--- config.mk ---
export PLATFORM = sky130hd
export DESIGN_NAME = md_sequencer
export DESIGN_NICKNAME = d
export VERILOG_FILES = /design/src/rtl/md_sequencer.sv
export SDC_FILE = /design/constraint.sdc
export NUM_CORES = 1
export LEC_CHECK = 0
export CAP_MARGIN = 20
export CORE_ASPECT_RATIO = 1.5
export CORE_UTILIZATION = 38
export DETAILED_ROUTE_END_ITERATION = 7
export HOLD_SLACK_MARGIN = 0.12
export SYNTH_ARGS = -nofsm -noshare
export SYNTH_HDL_FRONTEND = slang
export SYNTH_SLANG_ARGS = --single-unit
--- constraint.sdc ---
create_clock -name clk_i -period 3.95 [get_ports clk_i]
set_clock_uncertainty 0.05 [all_clocks]
set_input_delay 0.79 -clock clk_i [delete_from_list [all_inputs] [get_ports clk_i]]
set_output_delay 0.79 -clock clk_i [all_outputs]
set_load 0.01 [all_outputs]
--- src/rtl/md_sequencer.sv ---
// md_sequencer: iterative multiply/divide sequencer owning the HI/LO registers
//   clk_i      system clock, rising edge
//   reset_ni   asynchronous active-low reset
//   start_i    one-cycle operation request, sampled in IDLE only
//   op_i       00 mult, 01 multu, 10 div, 11 divu
//   a_i, b_i   multiplicand/dividend and multiplier/divisor, sampled with start_i
//   hi_we_i    mthi write strobe (ignored while busy)
//   lo_we_i    mtlo write strobe (ignored while busy)
//   wdata_i    mthi/mtlo data
//   busy_o     operation in flight (PREP, CALC, FIX)
//   done_o     one-cycle pulse after HI/LO are updated
//   div_zero_o sticky: last div/divu had a zero divisor
//   hi_o, lo_o HI/LO registers
module md_sequencer #(
    parameter int WIDTH = 32
) (
    input  logic             clk_i,
    input  logic             reset_ni,
    input  logic             start_i,
    input  logic [1:0]       op_i,
    input  logic [WIDTH-1:0] a_i,
    input  logic [WIDTH-1:0] b_i,
    input  logic             hi_we_i,
    input  logic             lo_we_i,
    input  logic [WIDTH-1:0] wdata_i,
    output logic             busy_o,
    output logic             done_o,
    output logic             div_zero_o,
    output logic [WIDTH-1:0] hi_o,
    output logic [WIDTH-1:0] lo_o
);
    localparam int CW = $clog2(WIDTH);
    typedef enum logic [2:0] {IDLE, PREP, CALC, FIX, DONE} state_e;
    state_e state_q, state_d;
    logic [WIDTH-1:0] a_q, b_q, hi_q, lo_q, mag_a, mag_b, res_hi, res_lo;
    logic [2*WIDTH-1:0] acc_q, mult_next, div_next, neg_acc;
    logic [WIDTH:0] msum, drem, ddiff;
    logic [CW-1:0] cnt_q;
    logic [1:0] op_q;
    logic sign_q, sign_r_q, dz_q, is_div, sa, sb, b_zero;
    assign is_div = op_q[1];
    assign sa = ~op_q[0] & a_q[WIDTH-1];
    assign sb = ~op_q[0] & b_q[WIDTH-1];
    assign mag_a = sa ? -a_q : a_q;
    assign mag_b = sb ? -b_q : b_q;
    assign b_zero = b_q == '0;
    // acc_q holds {product high, multiplier} for multiply and {remainder, dividend/quotient} for divide;
    // b_q is reused as the magnitude of the multiplicand or divisor during CALC
    assign msum = {1'b0, acc_q[2*WIDTH-1:WIDTH]} + (acc_q[0] ? {1'b0, b_q} : '0);
    assign mult_next = {msum, acc_q[WIDTH-1:1]};
    assign drem = acc_q[2*WIDTH-1:WIDTH-1];
    assign ddiff = drem - {1'b0, b_q};
    assign div_next = ddiff[WIDTH] ? {drem[WIDTH-1:0], acc_q[WIDTH-2:0], 1'b0}
                                   : {ddiff[WIDTH-1:0], acc_q[WIDTH-2:0], 1'b1};
    assign neg_acc = -acc_q;
    // sign_q/sign_r_q are zero for unsigned ops, so no extra op gating is needed here
    always_comb begin
        res_hi = dz_q ? a_q : !is_div ? (sign_q ? neg_acc[2*WIDTH-1:WIDTH] : acc_q[2*WIDTH-1:WIDTH])
                                      : (sign_r_q ? -acc_q[2*WIDTH-1:WIDTH] : acc_q[2*WIDTH-1:WIDTH]);
        res_lo = dz_q ? '1 : !is_div ? (sign_q ? neg_acc[WIDTH-1:0] : acc_q[WIDTH-1:0])
                                     : (sign_q ? -acc_q[WIDTH-1:0] : acc_q[WIDTH-1:0]);
    end
    always_ff @(posedge clk_i or negedge reset_ni) begin
        if (!reset_ni) state_q <= IDLE;
        else state_q <= state_d;
    end
    always_comb begin
        state_d = state_q;
        case (state_q)
            IDLE: state_d = start_i ? PREP : IDLE;
            PREP: state_d = (is_div && b_zero) ? FIX : CALC;
            CALC: state_d = (cnt_q == '0) ? FIX : CALC;
            FIX:  state_d = DONE;
            default: state_d = IDLE;
        endcase
    end
    always_comb begin
        busy_o = state_q == PREP || state_q == CALC || state_q == FIX;
        done_o = state_q == DONE;
    end
    always_ff @(posedge clk_i or negedge reset_ni) begin
        if (!reset_ni) begin
            a_q <= '0;
            b_q <= '0;
            op_q <= '0;
            acc_q <= '0;
            cnt_q <= '0;
            sign_q <= 1'b0;
            sign_r_q <= 1'b0;
            dz_q <= 1'b0;
            hi_q <= '0;
            lo_q <= '0;
        end else begin
            if (state_q == IDLE && start_i) begin
                a_q <= a_i;
                b_q <= b_i;
                op_q <= op_i;
                dz_q <= 1'b0;
            end
            if (state_q == PREP) begin
                sign_q <= sa ^ sb;
                sign_r_q <= sa;
                b_q <= is_div ? mag_b : mag_a;
                acc_q <= {{WIDTH{1'b0}}, is_div ? mag_a : mag_b};
                cnt_q <= CW'(WIDTH - 1);
                if (is_div && b_zero) dz_q <= 1'b1;
            end
            if (state_q == CALC) begin
                acc_q <= is_div ? div_next : mult_next;
                cnt_q <= cnt_q - CW'(1);
            end
            if (state_q == FIX) begin
                hi_q <= res_hi;
                lo_q <= res_lo;
            end else if (!busy_o) begin
                if (hi_we_i) hi_q <= wdata_i;
                if (lo_we_i) lo_q <= wdata_i;
            end
        end
    end
    assign div_zero_o = dz_q;
    assign hi_o = hi_q;
    assign lo_o = lo_q;
endmodule

==> results of run 1 <==
## metal layers
layer  up-vias  global-route usage  share of wire
met1      8385               0.367           0.38
li1       7817                   -              -
met2       795               0.547           0.51
met3       194              0.0325          0.061
met5         -                   0              0
met4         0               0.160          0.051
## final cells by class
cell class / instances / share of cell area
clock buffer: 30 / 0.0310
antenna: 1 / 0.000125
clock inverter: 8 / 0.00511
timing repair buffer: 298 / 0.136
inverter: 63 / 0.0118
multi-input combinational: 1626 / 0.525
sequential: 205 / 0.256
tap: 564 / 0.0351
## logic make-up (layout without fill, tap and decap cells)
family          count (synthesis)  after routing  synth area share
mux                            82             82            0.0503
buf+inv                       185            399            0.0427
simple gates                  674            674             0.193
flops                         205            205             0.314
fa+ha+maj                      71             71            0.0553
other cells                     0              1                 0
compound gates                639            639             0.259
xor+xnor                      160            160            0.0858
## where the power goes
part / internal, W / switching, W / total [W]
Clock: 0.00124 / 0.000944 / 0.00218
Combinational: 0.00577 / 0.00853 / 0.0143
Sequential: 0.00311 / 0.00135 / 0.00446
## worst max path at each step
stage                                 end  slack (ns)  depth (start not counted)
floorplan           acc_q[62]$_DFFE_PN0N_        0.44                         14
global placement    acc_q[52]$_DFFE_PN0N_        0.18                         11
detailed placement  acc_q[52]$_DFFE_PN0N_        0.09                         11
CTS                 acc_q[52]$_DFFE_PN0N_        0.06                         11
global route        acc_q[56]$_DFFE_PN0N_        0.06                         12
finish              acc_q[60]$_DFFE_PN0N_        0.25                         12
## stage by stage
step / setup WS [ns] / util
6_report: 0.250 / 0.475
5_1_grt: 0.0565 / 0.475
2_1_floorplan: 0.441 / -
4_1_cts: 0.0650 / 0.475
3_5_place_dp: 0.0856 / 0.458
3_3_place_gp: 0.182 / 0.458
## state kept, by name (all words and copies together) (netlist names)
name,count
a_q,32
sign_r_q,1
hi_o,32
b_q,32
state_q,3
lo_o,32
sign_q,1
op_q,2
acc_q,64
div_zero_o,1
cnt_q,5
## worst max-delay path, stage by stage, from the launching register on
cell,delay (ns)
dfrtp_1,0.57
inv_1,0.17
fa_1,0.46
nor2b_1,0.23
o31a_1,0.23
o31ai_2,0.13
a211o_1,0.36
a211oi_2,0.34
o21a_1,0.33
nor2_2,0.09
buf_4,0.22
mux2i_1,0.22
o221ai_1,0.15
## synth_stat cells (all sizes together) (46+ instances only)
library cell,number
nor3,46
xor2,69
nor2,174
a22oi,57
nand2,264
a21oi,134
mux2i,82
o21ai,163
inv,63
clkbuf,109
ha,69
xnor2,91
dfrtp,205
## layout by cell type (no fill, tap or decap), types with 10 or more instances in the layout
cell,Yosys,routed
a211oi_1,20,19
a21o_1,30,30
a21oi_1,133,132
a221o_1,11,11
a222oi_1,20,20
a22oi_1,57,57
a31oi_1,28,28
a32oi_1,15,15
and2_1,13,13
and3_1,16,16
buf_4,0,124
clkbuf_16,0,23
clkdlybuf4s50_1,0,168
dfrtp_1,205,204
ha_1,69,69
inv_1,63,63
mux2i_1,82,82
nand2_1,264,263
nand2b_1,17,17
nand3_1,25,25
nand4_1,14,14
nor2_1,173,168
nor2b_1,14,14
nor3_1,44,44
nor4_1,22,22
o211ai_1,10,10
o21a_1,16,16
o21ai_0,161,160
o221ai_1,39,39
o22ai_1,11,11
o31ai_1,27,26
or3_1,29,29
xnor2_1,91,91
xor2_1,69,69
==> results.sh, run 1 <==
export IMPL_outcome="completed"
export IMPL_clk_latency_ns=0.54
export IMPL_die_area_sq_mm=0.0438
export IMPL_synth_area_leader_cell="dfrtp_1"
export IMPL_path_class="reg -> reg"
export IMPL_synthArstFlopShare=1.00
export IMPL_hold_slack_ns=0.196
export IMPL_dp_hpwl_mm=52.3
export IMPL_die_y_um=256
export IMPL_synth_area_sq_mm=0.0163
export IMPL_r2r_start="acc_q[32]$_DFFE_PN0N_"
export IMPL_syn_avg_cell_area_sq_um=8.10
export IMPL_period_share=0.937
export IMPL_design_power_total_w=0.0209
export IMPL_grt_pass1_vias=17300
export IMPL_grt_ovfl_total=0
export IMPL_core_area_sq_mm=0.0422
export IMPL_setup_tns_ns=0
export IMPL_layout_nets=2391
export IMPL_cts_tree="built"
export IMPL_cts_hold_buf=0
export IMPL_post_dp_cell_area_sq_mm=0.0193
export IMPL_syn_inst=2016
export IMPL_wl_per_cell_um=24.4
export IMPL_via_per_inst=6.15
export IMPL_synth_ff_type="dfrtp_1"
export IMPL_synth_nets=2190
export IMPL_seq_area_sq_mm=0.00513
export IMPL_track_usage=0.310
export IMPL_synth_edf_count=0
export IMPL_worstMarginPinSlew_ns=1.06
export IMPL_synth_area_leaders="dfrtp_1, nand2_1, ha_1"
export IMPL_cts_path_max_buffers=3
export IMPL_io_pins=170
export IMPL_drtPass1Iterations=6
export IMPL_crit_required_ns=4.29
export IMPL_fmax_ghz=0.270
export IMPL_p_leak_nw=8.65
export IMPL_setup_violations=0
export IMPL_cts_max_level=1
export IMPL_arrival_ns=4.04
export IMPL_clkTransAtPathRegs_ns=0.07
export IMPL_num_fill_cells=4212
export IMPL_multi_input_area_sq_mm=0.0106
export IMPL_worst_r2r_cell_count=12
export IMPL_synth_top_area_frac=0.314
export IMPL_fin_cells=2795
export IMPL_maxSlewHeadroom=0.291
export IMPL_holdCritPathClass="in -> async"
export IMPL_cp_max_fo=13
export IMPL_drt_total_wl_mm=68.3
export IMPL_ys_seq_area_frac=0.314
export IMPL_drv_slew=0
export IMPL_cts_buffers=23
export IMPL_maxCapViolations=0
export IMPL_dr_total_vias=17200
export IMPL_place_gp_congestion=1.04
export IMPL_reg2reg_slack_ns=0.25
export IMPL_synth_distinct_cells=72
export IMPL_power_density_mw_per_mm2=1040
export IMPL_root_buffer="clkbuf_16"
export IMPL_post_route_min_period_ns=3.70
export IMPL_yosysWarnings=0
export IMPL_grt_pass1_wl_mm=104
export IMPL_dpl_cell_count=2756
export IMPL_port_buffer_count=169
export IMPL_fin_area_sq_mm=0.0201
export IMPL_antenna_found_initial=1
export IMPL_r2r_end="acc_q[60]$_DFFE_PN0N_"
export IMPL_start_util=0.387
export IMPL_grt_start_max_net_pins=102
export IMPL_cts_setup_buffers=0
export IMPL_end_kind="flop"
export IMPL_cts_resized=0
export IMPL_syn_to_final_growth_pct=23.0
export IMPL_drc=0
export IMPL_synth_seq_cells=205
export IMPL_cp_start_kind="flop"
export IMPL_postRouteAntennaNets=0
export IMPL_rows=92
export IMPL_hold_viol=0
export IMPL_crit_start="acc_q[32]$_DFFE_PN0N_"
export IMPL_ir_drop_mv=0.452
export IMPL_clkSinkCount=205
export IMPL_drtIter0Drc=1684
export IMPL_drive_gt1_frac=0.0897
export IMPL_rsz0062_at_grt="no"
export IMPL_chipWidth_um=171
No activity file was read; power rests on OpenSTA's default activity.
==> run 2, diff against run 1 <==
Settings changed: GPL_ROUTABILITY_DRIVEN set to 1.
==> results of run 2 <==
Same layout as run 1: the final DEF is identical, and so are final timing and power.
